**src/rtl/pmod_arbiter_if.sv**
```systemverilog
// Wishbone slave bus between the management SoC and the PMOD-A arbiter.
interface pmod_arbiter_if;
  logic        wbs_cyc_i;
  logic        wbs_stb_i;
  logic        wbs_we_i;
  logic [3:0]  wbs_sel_i;
  logic [31:0] wbs_adr_i;
  logic [31:0] wbs_dat_i;
  logic [31:0] wbs_dat_o;
  logic        wbs_ack_o;

  modport master (
    output wbs_cyc_i, wbs_stb_i, wbs_we_i, wbs_sel_i, wbs_adr_i, wbs_dat_i,
    input  wbs_dat_o, wbs_ack_o
  );

  modport slave (
    input  wbs_cyc_i, wbs_stb_i, wbs_we_i, wbs_sel_i, wbs_adr_i, wbs_dat_i,
    output wbs_dat_o, wbs_ack_o
  );
endinterface

```
**src/rtl/pmod_arbiter.sv**
```systemverilog
// Shares the PMOD-A pads between the J1 core and a Wishbone GPIO bank, with a
// tri-stated guard interval on every ownership handover.
module pmod_arbiter #(
  parameter int unsigned GUARD_CYCLES = 4,
  parameter int unsigned WIDTH        = 8
) (
  input  logic               boardClk,
  input  logic               reset,
  pmod_arbiter_if.slave      wb,
  input  logic [WIDTH-1:0]   j1_write,
  input  logic [WIDTH-1:0]   j1_writeEnable,
  output logic [WIDTH-1:0]   j1_read,
  input  logic [WIDTH-1:0]   pad_in,
  output logic [WIDTH-1:0]   pad_out,
  output logic [WIDTH-1:0]   pad_oeb,
  output logic               owner,
  output logic               busy
);

  localparam int unsigned CNT_W  = 4;
  localparam int unsigned DATA_W = 32;

  localparam logic [1:0] ADR_CTRL = 2'd0;
  localparam logic [1:0] ADR_OUT  = 2'd1;
  localparam logic [1:0] ADR_OEB  = 2'd2;
  localparam logic [1:0] ADR_IN   = 2'd3;

  typedef enum logic [1:0] {ST_J1, ST_GUARD, ST_WB} state_e;

  state_e             state_q, state_d;
  logic [CNT_W-1:0]   cnt_q, cnt_d;
  logic               owner_q, owner_d;
  logic               busy_q, busy_d;
  logic               req_q, req_d;
  logic [WIDTH-1:0]   out_q, out_d;
  logic [WIDTH-1:0]   oeb_q, oeb_d;
  logic [WIDTH-1:0]   sync1_q, sync2_q;
  logic               ack_q, ack_d;
  logic [DATA_W-1:0]  dat_q, dat_d;

  logic               bus_req_c;
  logic               bus_wr_c;
  logic [DATA_W-1:0]  rdata_c;
  logic               unused_bus_bits;

  assign unused_bus_bits = ^{wb.wbs_adr_i, wb.wbs_sel_i, wb.wbs_dat_i};

  // Register bank and single-cycle-ack Wishbone slave.
  always_comb begin
    bus_req_c = wb.wbs_cyc_i & wb.wbs_stb_i & ~ack_q;
    bus_wr_c  = bus_req_c & wb.wbs_we_i & wb.wbs_sel_i[0];
    rdata_c   = '0;
    req_d     = req_q;
    out_d     = out_q;
    oeb_d     = oeb_q;
    case (wb.wbs_adr_i[3:2])
      ADR_CTRL: rdata_c = DATA_W'({owner_q, busy_q, req_q});
      ADR_OUT:  rdata_c = DATA_W'(out_q);
      ADR_OEB:  rdata_c = DATA_W'(oeb_q);
      ADR_IN:   rdata_c = DATA_W'(sync2_q);
      default:  rdata_c = '0;
    endcase
    if (bus_wr_c) begin
      case (wb.wbs_adr_i[3:2])
        ADR_CTRL: req_d = wb.wbs_dat_i[0];
        ADR_OUT:  out_d = wb.wbs_dat_i[WIDTH-1:0];
        ADR_OEB:  oeb_d = wb.wbs_dat_i[WIDTH-1:0];
        default:  ;
      endcase
    end
    ack_d = bus_req_c;
    dat_d = (bus_req_c && !wb.wbs_we_i) ? rdata_c : dat_q;
  end

  // Ownership FSM; reacts to the request bit as it is being written so the
  // guard starts on the cycle right after the CTRL write.
  always_comb begin
    state_d = state_q;
    cnt_d   = cnt_q;
    owner_d = owner_q;
    case (state_q)
      ST_J1: begin
        if (req_d) begin
          state_d = ST_GUARD;
          cnt_d   = CNT_W'(GUARD_CYCLES - 1);
        end
      end
      ST_WB: begin
        if (!req_d) begin
          state_d = ST_GUARD;
          cnt_d   = CNT_W'(GUARD_CYCLES - 1);
        end
      end
      ST_GUARD: begin
        if (cnt_q == '0) begin
          state_d = req_d ? ST_WB : ST_J1;
          owner_d = req_d;
        end else begin
          cnt_d = cnt_q - CNT_W'(1);
        end
      end
      default: state_d = ST_J1;
    endcase
    busy_d = (state_d == ST_GUARD);
  end

  always_ff @(posedge boardClk) begin
    if (!reset) begin
      state_q <= ST_J1;
      cnt_q   <= '0;
      owner_q <= 1'b0;
      busy_q  <= 1'b0;
      req_q   <= 1'b0;
      out_q   <= '0;
      oeb_q   <= '1;
      sync1_q <= '0;
      sync2_q <= '0;
      ack_q   <= 1'b0;
      dat_q   <= '0;
    end else begin
      state_q <= state_d;
      cnt_q   <= cnt_d;
      owner_q <= owner_d;
      busy_q  <= busy_d;
      req_q   <= req_d;
      out_q   <= out_d;
      oeb_q   <= oeb_d;
      sync1_q <= pad_in;
      sync2_q <= sync1_q;
      ack_q   <= ack_d;
      dat_q   <= dat_d;
    end
  end

  // Pad mux: nobody drives while a handover is in progress.
  always_comb begin
    pad_out = '0;
    pad_oeb = '1;
    case (state_q)
      ST_J1: begin
        pad_out = j1_write;
        pad_oeb = j1_writeEnable;
      end
      ST_WB: begin
        pad_out = out_q;
        pad_oeb = oeb_q;
      end
      default: ;
    endcase
  end

  assign j1_read      = pad_in;
  assign owner        = owner_q;
  assign busy         = busy_q;
  assign wb.wbs_ack_o = ack_q;
  assign wb.wbs_dat_o = dat_q;

endmodule

```
**src/flat_wrapper.sv**
```systemverilog
// flat-port wrapper written by rule: the top's interface ports become plain ports
module pmod_arbiter_flat 
#(
  parameter int unsigned GUARD_CYCLES = 4,
  parameter int unsigned WIDTH        = 8
)
  (boardClk, reset, j1_write, j1_writeEnable, j1_read, pad_in, pad_out, pad_oeb, owner, busy, wb_wbs_cyc_i, wb_wbs_stb_i, wb_wbs_we_i, wb_wbs_sel_i, wb_wbs_adr_i, wb_wbs_dat_i, wb_wbs_dat_o, wb_wbs_ack_o);
  pmod_arbiter_if wb_i ();
  input  logic boardClk;
  input  logic reset;
  input  logic [WIDTH-1:0] j1_write;
  input  logic [WIDTH-1:0] j1_writeEnable;
  output logic [WIDTH-1:0] j1_read;
  input  logic [WIDTH-1:0] pad_in;
  output logic [WIDTH-1:0] pad_out;
  output logic [WIDTH-1:0] pad_oeb;
  output logic owner;
  output logic busy;
  input wire logic [$bits(wb_i.wbs_cyc_i)-1:0] wb_wbs_cyc_i;
  input wire logic [$bits(wb_i.wbs_stb_i)-1:0] wb_wbs_stb_i;
  input wire logic [$bits(wb_i.wbs_we_i)-1:0] wb_wbs_we_i;
  input wire logic [$bits(wb_i.wbs_sel_i)-1:0] wb_wbs_sel_i;
  input wire logic [$bits(wb_i.wbs_adr_i)-1:0] wb_wbs_adr_i;
  input wire logic [$bits(wb_i.wbs_dat_i)-1:0] wb_wbs_dat_i;
  output wire logic [$bits(wb_i.wbs_dat_o)-1:0] wb_wbs_dat_o;
  output wire logic [$bits(wb_i.wbs_ack_o)-1:0] wb_wbs_ack_o;
  assign wb_i.wbs_cyc_i = wb_wbs_cyc_i;
  assign wb_i.wbs_stb_i = wb_wbs_stb_i;
  assign wb_i.wbs_we_i = wb_wbs_we_i;
  assign wb_i.wbs_sel_i = wb_wbs_sel_i;
  assign wb_i.wbs_adr_i = wb_wbs_adr_i;
  assign wb_i.wbs_dat_i = wb_wbs_dat_i;
  assign wb_wbs_dat_o = wb_i.wbs_dat_o;
  assign wb_wbs_ack_o = wb_i.wbs_ack_o;
  pmod_arbiter #(.GUARD_CYCLES(GUARD_CYCLES), .WIDTH(WIDTH)) u_core (.boardClk(boardClk), .reset(reset), .wb(wb_i), .j1_write(j1_write), .j1_writeEnable(j1_writeEnable), .j1_read(j1_read), .pad_in(pad_in), .pad_out(pad_out), .pad_oeb(pad_oeb), .owner(owner), .busy(busy));
endmodule
```
**config.mk**
```make
export PLATFORM = sky130hd
export DESIGN_NAME = pmod_arbiter_flat
export DESIGN_NICKNAME = d
export VERILOG_FILES = /design/src/rtl/pmod_arbiter_if.sv /design/src/rtl/pmod_arbiter.sv /design/src/flat_wrapper.sv
export SDC_FILE = /design/constraint.sdc
export NUM_CORES = 1
export LEC_CHECK = 0
export CELL_PAD_IN_SITES_DETAIL_PLACEMENT = 0
export CELL_PAD_IN_SITES_GLOBAL_PLACEMENT = 1
export CORE_MARGIN = 8
export CORE_UTILIZATION = 24
export DETAILED_ROUTE_END_ITERATION = 7
export PLACE_DENSITY = 0.82
export SYNTH_ARGS = -nofsm -noshare
export SYNTH_HDL_FRONTEND = slang
export SYNTH_SLANG_ARGS = --single-unit
```
**constraint.sdc**
```tcl
create_clock -name boardClk -period 1.39 [get_ports boardClk]
set_input_delay 0.2085 -clock boardClk [delete_from_list [all_inputs] [get_ports boardClk]]
set_output_delay 0.2085 -clock boardClk [all_outputs]
set_load 0.02 [all_outputs]
```
# Yosys cells after proc, flatten, opt, wreduce, memory -nomap -nowiden
# Cells that the tools add are included.
# op_classes
mux	14
eq_ne	9
n_bitwise	5
reduce_logical	10
n_addsub	1
# op_table
cell	count
$pmux 32 s4	1
$pmux 8 s2	2
$mux 4	3
$pmux 4 s3	1
$mux 2	4
$eq 2x1->1 const B	3
$eq 2x2->1 const B	3
$pmux 2 s3	1
$reduce_and 2->1	3
$and 1x1->1	4
$logic_not 2->1	2
$logic_not 4->1	1
$ne 2x2->1 const B	2
$reduce_and 4->1	1
$sub 4x1->4 const B	1
$reduce_bool 3->1	1
$mux 1	2
$ne 2x1->1 const B	1
$logic_and 1x1->1	1
$logic_not 1->1	1
$not 1->1	1
# word_totals
wordCells	50
inputBits	97
output_inout_bits	59
regBits	74

# Depth between registers and ports, before layout
# depth
depth_word	9
mapped_depth	6
ltp_nobuf	6

# Least setup slack after synthesis
# No wires, ideal clock.
# synth_timing
path_type	register -> output
start	register u_core.state_q[1]
end	output port pad_out[0]
n_path_buf	3
slack_ps	-225
required_time_ps	1182
path_stages_with_launch	6
t_arrival_ps	1407
path_cell_list	dfxtp_1 buf_2 buf_1 buf_2 mux2i_1 nor2_1
# synth_via
elab_chain_len	2
word_cells_on_any_way	3
cone_classes	1 x eq/ne; 1 x mux; 1 x reduce/logical
# synth_lines
element	line_no	source
start, declared	pmod_arbiter.sv:30	state_e state_q, state_d;
start signal, assigned	pmod_arbiter.sv:121	state_q <= state_d;
$eq 2x2->1 or $logic_not 2->1 (tied branches)	pmod_arbiter.sv:139	case (state_q)
$pmux 8 s2 *	pmod_arbiter.sv:139	
end, declared	flat_wrapper.sv:15	output logic [WIDTH-1:0] pad_out;
# Every way passes the cells marked *; elsewhere a longest branch is shown, timed or not.

# Worst setup path after layout
# layout_timing
start	register u_core.state_q[1]
end	output port pad_oeb[2]
# layout_via
elab_chain_len	2
word_cells_on_any_way	3
cone_classes	1 x eq/ne; 1 x mux; 1 x reduce/logical
# layout_lines
element	line_no	source
$eq 2x2->1 or $logic_not 2->1 (tied branches)	pmod_arbiter.sv:139	
$pmux 8 s2 *	pmod_arbiter.sv:139	
end, declared	flat_wrapper.sv:16	output logic [WIDTH-1:0] pad_oeb;
# Marked as above.

==> results.md <==
- Most common cell in the synthesized netlist: dfxtp_1
- Top cells by count, synth: 50 x dfxtp_1, 32 x buf_4, 24 x mux2i_1
- Mapped Cells: 259
- R2R cell count: 4
- Htree depth: 2
- Rows: 37
- Violated checks: negative setup slack
- Register area share after synthesis: 0.3970
- Post-route insts no fill: between 400 and 500
- Synth area leader: dfxtp_1
- Post-cts hold buffer count: 0
- Final worst path period share: 1.081
- CTS tree: yes
- Reg-to-reg endpoint: u_core.cnt_q[2]
- Post-synth cell types: 42
- RSZ-0062 raised after global routing: true
- Setup slack after layout: -0.1131 ns
- Worst hold path type: in2reg
- Pin count of the biggest net entering global routing: 32
- Maxcap violations: 0
- Power per Cell Area: 882.0 nW/µm²
- Layer with the highest usage: met2
- Hold endpoint: u_core.oeb_q[0]
- Grt met3 use: 0.03570
- Chip height: 118.5 µm
- Outcome: finished, violations left
- Drt pass-1 iters: 4
- Final number of max-transition violations: 0
- Gpl congestion: 0.7823
- Met1 GRT Util: 0.1129
- Nets@finish: 452
- Post-DP HPWL: 5507 µm
- Synth Area per Inst: ~10 µm²
- Minimum clock period: 1.503 ns
- Top post-synthesis cells by area: dfxtp_1 40%, mux2i_1 9.5%, buf_4 9.5%
- DRC Markers: 0
- Vias: 2086
- DRT iter0 DRCs: between 60 and 70
- EDFF count, synth: 0
- TritonCTS buffer count: 5
- Leak pwr: between 0.0015 and 0.002 µW
- Port Buffers: 74
- Initial antenna violation count: 0
- Clock root buffer: clkbuf_8
- Setup TNS: -1.848 ns
- Critical Path RT: between 1 and 1.5 ns
- CP endpoint kind: primary output
- First-pass GRT wire length: 11270 µm
- #FFs+latches synth: 50
- Share of the synthesized area in the top cell type: 0.3970
- Max Buffers Root-to-Sink: 2
- Fmax: 665.3 MHz
- IO Pins: 156
- Startpoint Class: flop
- Clock Power Share: 0.306
- Async set or reset register ratio after synthesis: 0
- Mapped cell area: around 2500 µm²
- Clk_lat worst skew: between 0.2 and 0.3 ns
- Synth Flop Type: dfxtp_1
- WL final: around 7300 µm
- Switching power: 890.2 µW
- Critical path fanouts, max: 10
- Final Power: 3265 µW
- Area growth syn-to-layout: 46.85%
- Layout cells sized above 1: 0.2910
- Switching part of the total: 0.2726
- Post-DR vias/cell: 4.257
- Starting density of the core: 0.2453
- Setup crit start: u_core.state_q[1]
- Arrival @ worst endpoint: 1.29 ns
- Hold Fails Final Rpt: 0
- Reg2reg start: u_core.wb.wbs_ack_o
- Dpl cells: 480
- CTS Sinks: 50
- Clock transition at path regs: 0.09 ns
- Core footprint: 10280 µm²
- Die extent in x: 118.5 µm
- WL per Instance: 14.92 µm
- Final setup violation count: 31
- Combinational share of power: 0.233
- Pint: 2375 µW
- Yosys warns: 0
- Worst Hold Launch: wb_wbs_dat_i[0]
- Worst reg-to-reg setup slack: -0.09 ns
- Seq pwr share: 0.460
- Routed Antenna Nets: 0
- Gr usage total: 0.09878
- Setup CP Type: reg2out
- Placement Setup Slack: -0.5689 ns
- VDD IR max: around 390 µV
- Die area: about 14000 µm²
- Vias in the first global route: between 2k and 2.5k
- Ant diodes: 0
- Fin Clk Skew: 0.005878 ns
- GR Layer Usage met2: 0.1687
- WHS Path Cells: 4
- Grt ovf: 0
[timing repair]
action | CTS | global route
buffers inserted | 1 | 0
resized for setup | 117 | 18
endpoints found under the setup margin | 66 | 46
cloned | 0 | 1
pin swaps | 9 | 2
[layer usage]
layer,part of all wire,wire (µm)
met1,0.44,3227
met2,0.48,3494
met3,0.066,484
met4,0.014,106
met5,0,0
[worst max path at each step]
stage | endpoint | slack (ns) | cells past startpoint
finish | pad_oeb[2] | -0.11 | 4
global route | pad_oeb[6] | -0.17 | 4
detailed placement | u_core.state_q[0] | -0.57 | 5
CTS | pad_oeb[1] | -0.12 | 4
floorplan | u_core.busy | -0.03 | 4
global placement | u_core.state_q[0] | -0.52 | 5
[critical path, cell delays in order, from the launching register on]
cell and delay, ns:
dfxtp_4 0.38, buf_8 0.15, nor2b_1 0.05, a211o_1 0.25
buf_2 0.16
[flip-flops by register name, indices dropped and copies added, names as in the netlist, 2 cells and up]
signal / flops
u_core.out_q: 8
u_core.wb.wbs_dat_o: 8
u_core.oeb_q: 8
u_core.state_q: 2
u_core.sync1_q: 8
u_core.sync2_q: 8
u_core.cnt_q: 4
[power by group through the flow]
stage | Combinational (µW) | Sequential, µW | Clock (µW)
global placement | 761 | 1540 | 0
CTS | 744 | 1500 | 1030
global route | 821 | 1510 | 1080
finish | 762 | 1500 | 1000
detailed placement | 769 | 1540 | 0
floorplan | 445 | 1550 | 0
[stage by stage]
stage / util / hold WS (ns) / cell area, µm²
2_1_floorplan: - / 0.3336 / 2645
3_3_place_gp: 0.3439 / 0.4173 / 3535
3_5_place_dp: 0.3439 / 0.4169 / 3535
4_1_cts: 0.3543 / 0.4073 / 3641
5_1_grt: 0.3602 / 0.4357 / 3702
6_report: 0.3602 / 0.4266 / 3702
[logic make-up after synthesis]
kind of cell / count (synthesis) / synth area share
and+or+nand+nor: 84 / 0.1945
DFF: 50 / 0.3970
buffers and inverters: 48 / 0.1221
adders and majority gates: 2 / 0.009924
muxes: 32 / 0.1444
AOI/OAI and AO/OA: 42 / 0.1305
other: 1 / 0.001487
[layout make-up]
class                      count  area, µm²
clock buffer                   5      68.82
clock inverter                 3      40.04
tap                          136      170.2
timing repair buffer         110      973.4
fill                        1054       6575
multi-input combinational    184       1434
sequential                    50       1008
inverter                       2      7.507
[cells in the final DEF (no fill, tap or decap), types with 3 or more instances in the layout]
cell             instances
dfxtp_1                 46
clkdlybuf4s50_1         32
buf_4                   27
dlygate4sd2_1           25
conb_1                  24
mux2i_1                 21
nor2b_1                 19
nand2_1                 19
and2_1                  18
buf_2                   13
buf_6                    9
a211o_1                  8
nor2_2                   8
mux2_2                   5
a22oi_1                  5
o211a_1                  5
clkbuf_8                 5
o21ai_0                  4
mux2i_2                  3
mux4_2                   3
a21boi_1                 3
a21oi_1                  3
dfxtp_2                  3
Note: power is estimated with default switching activity, not from simulation.
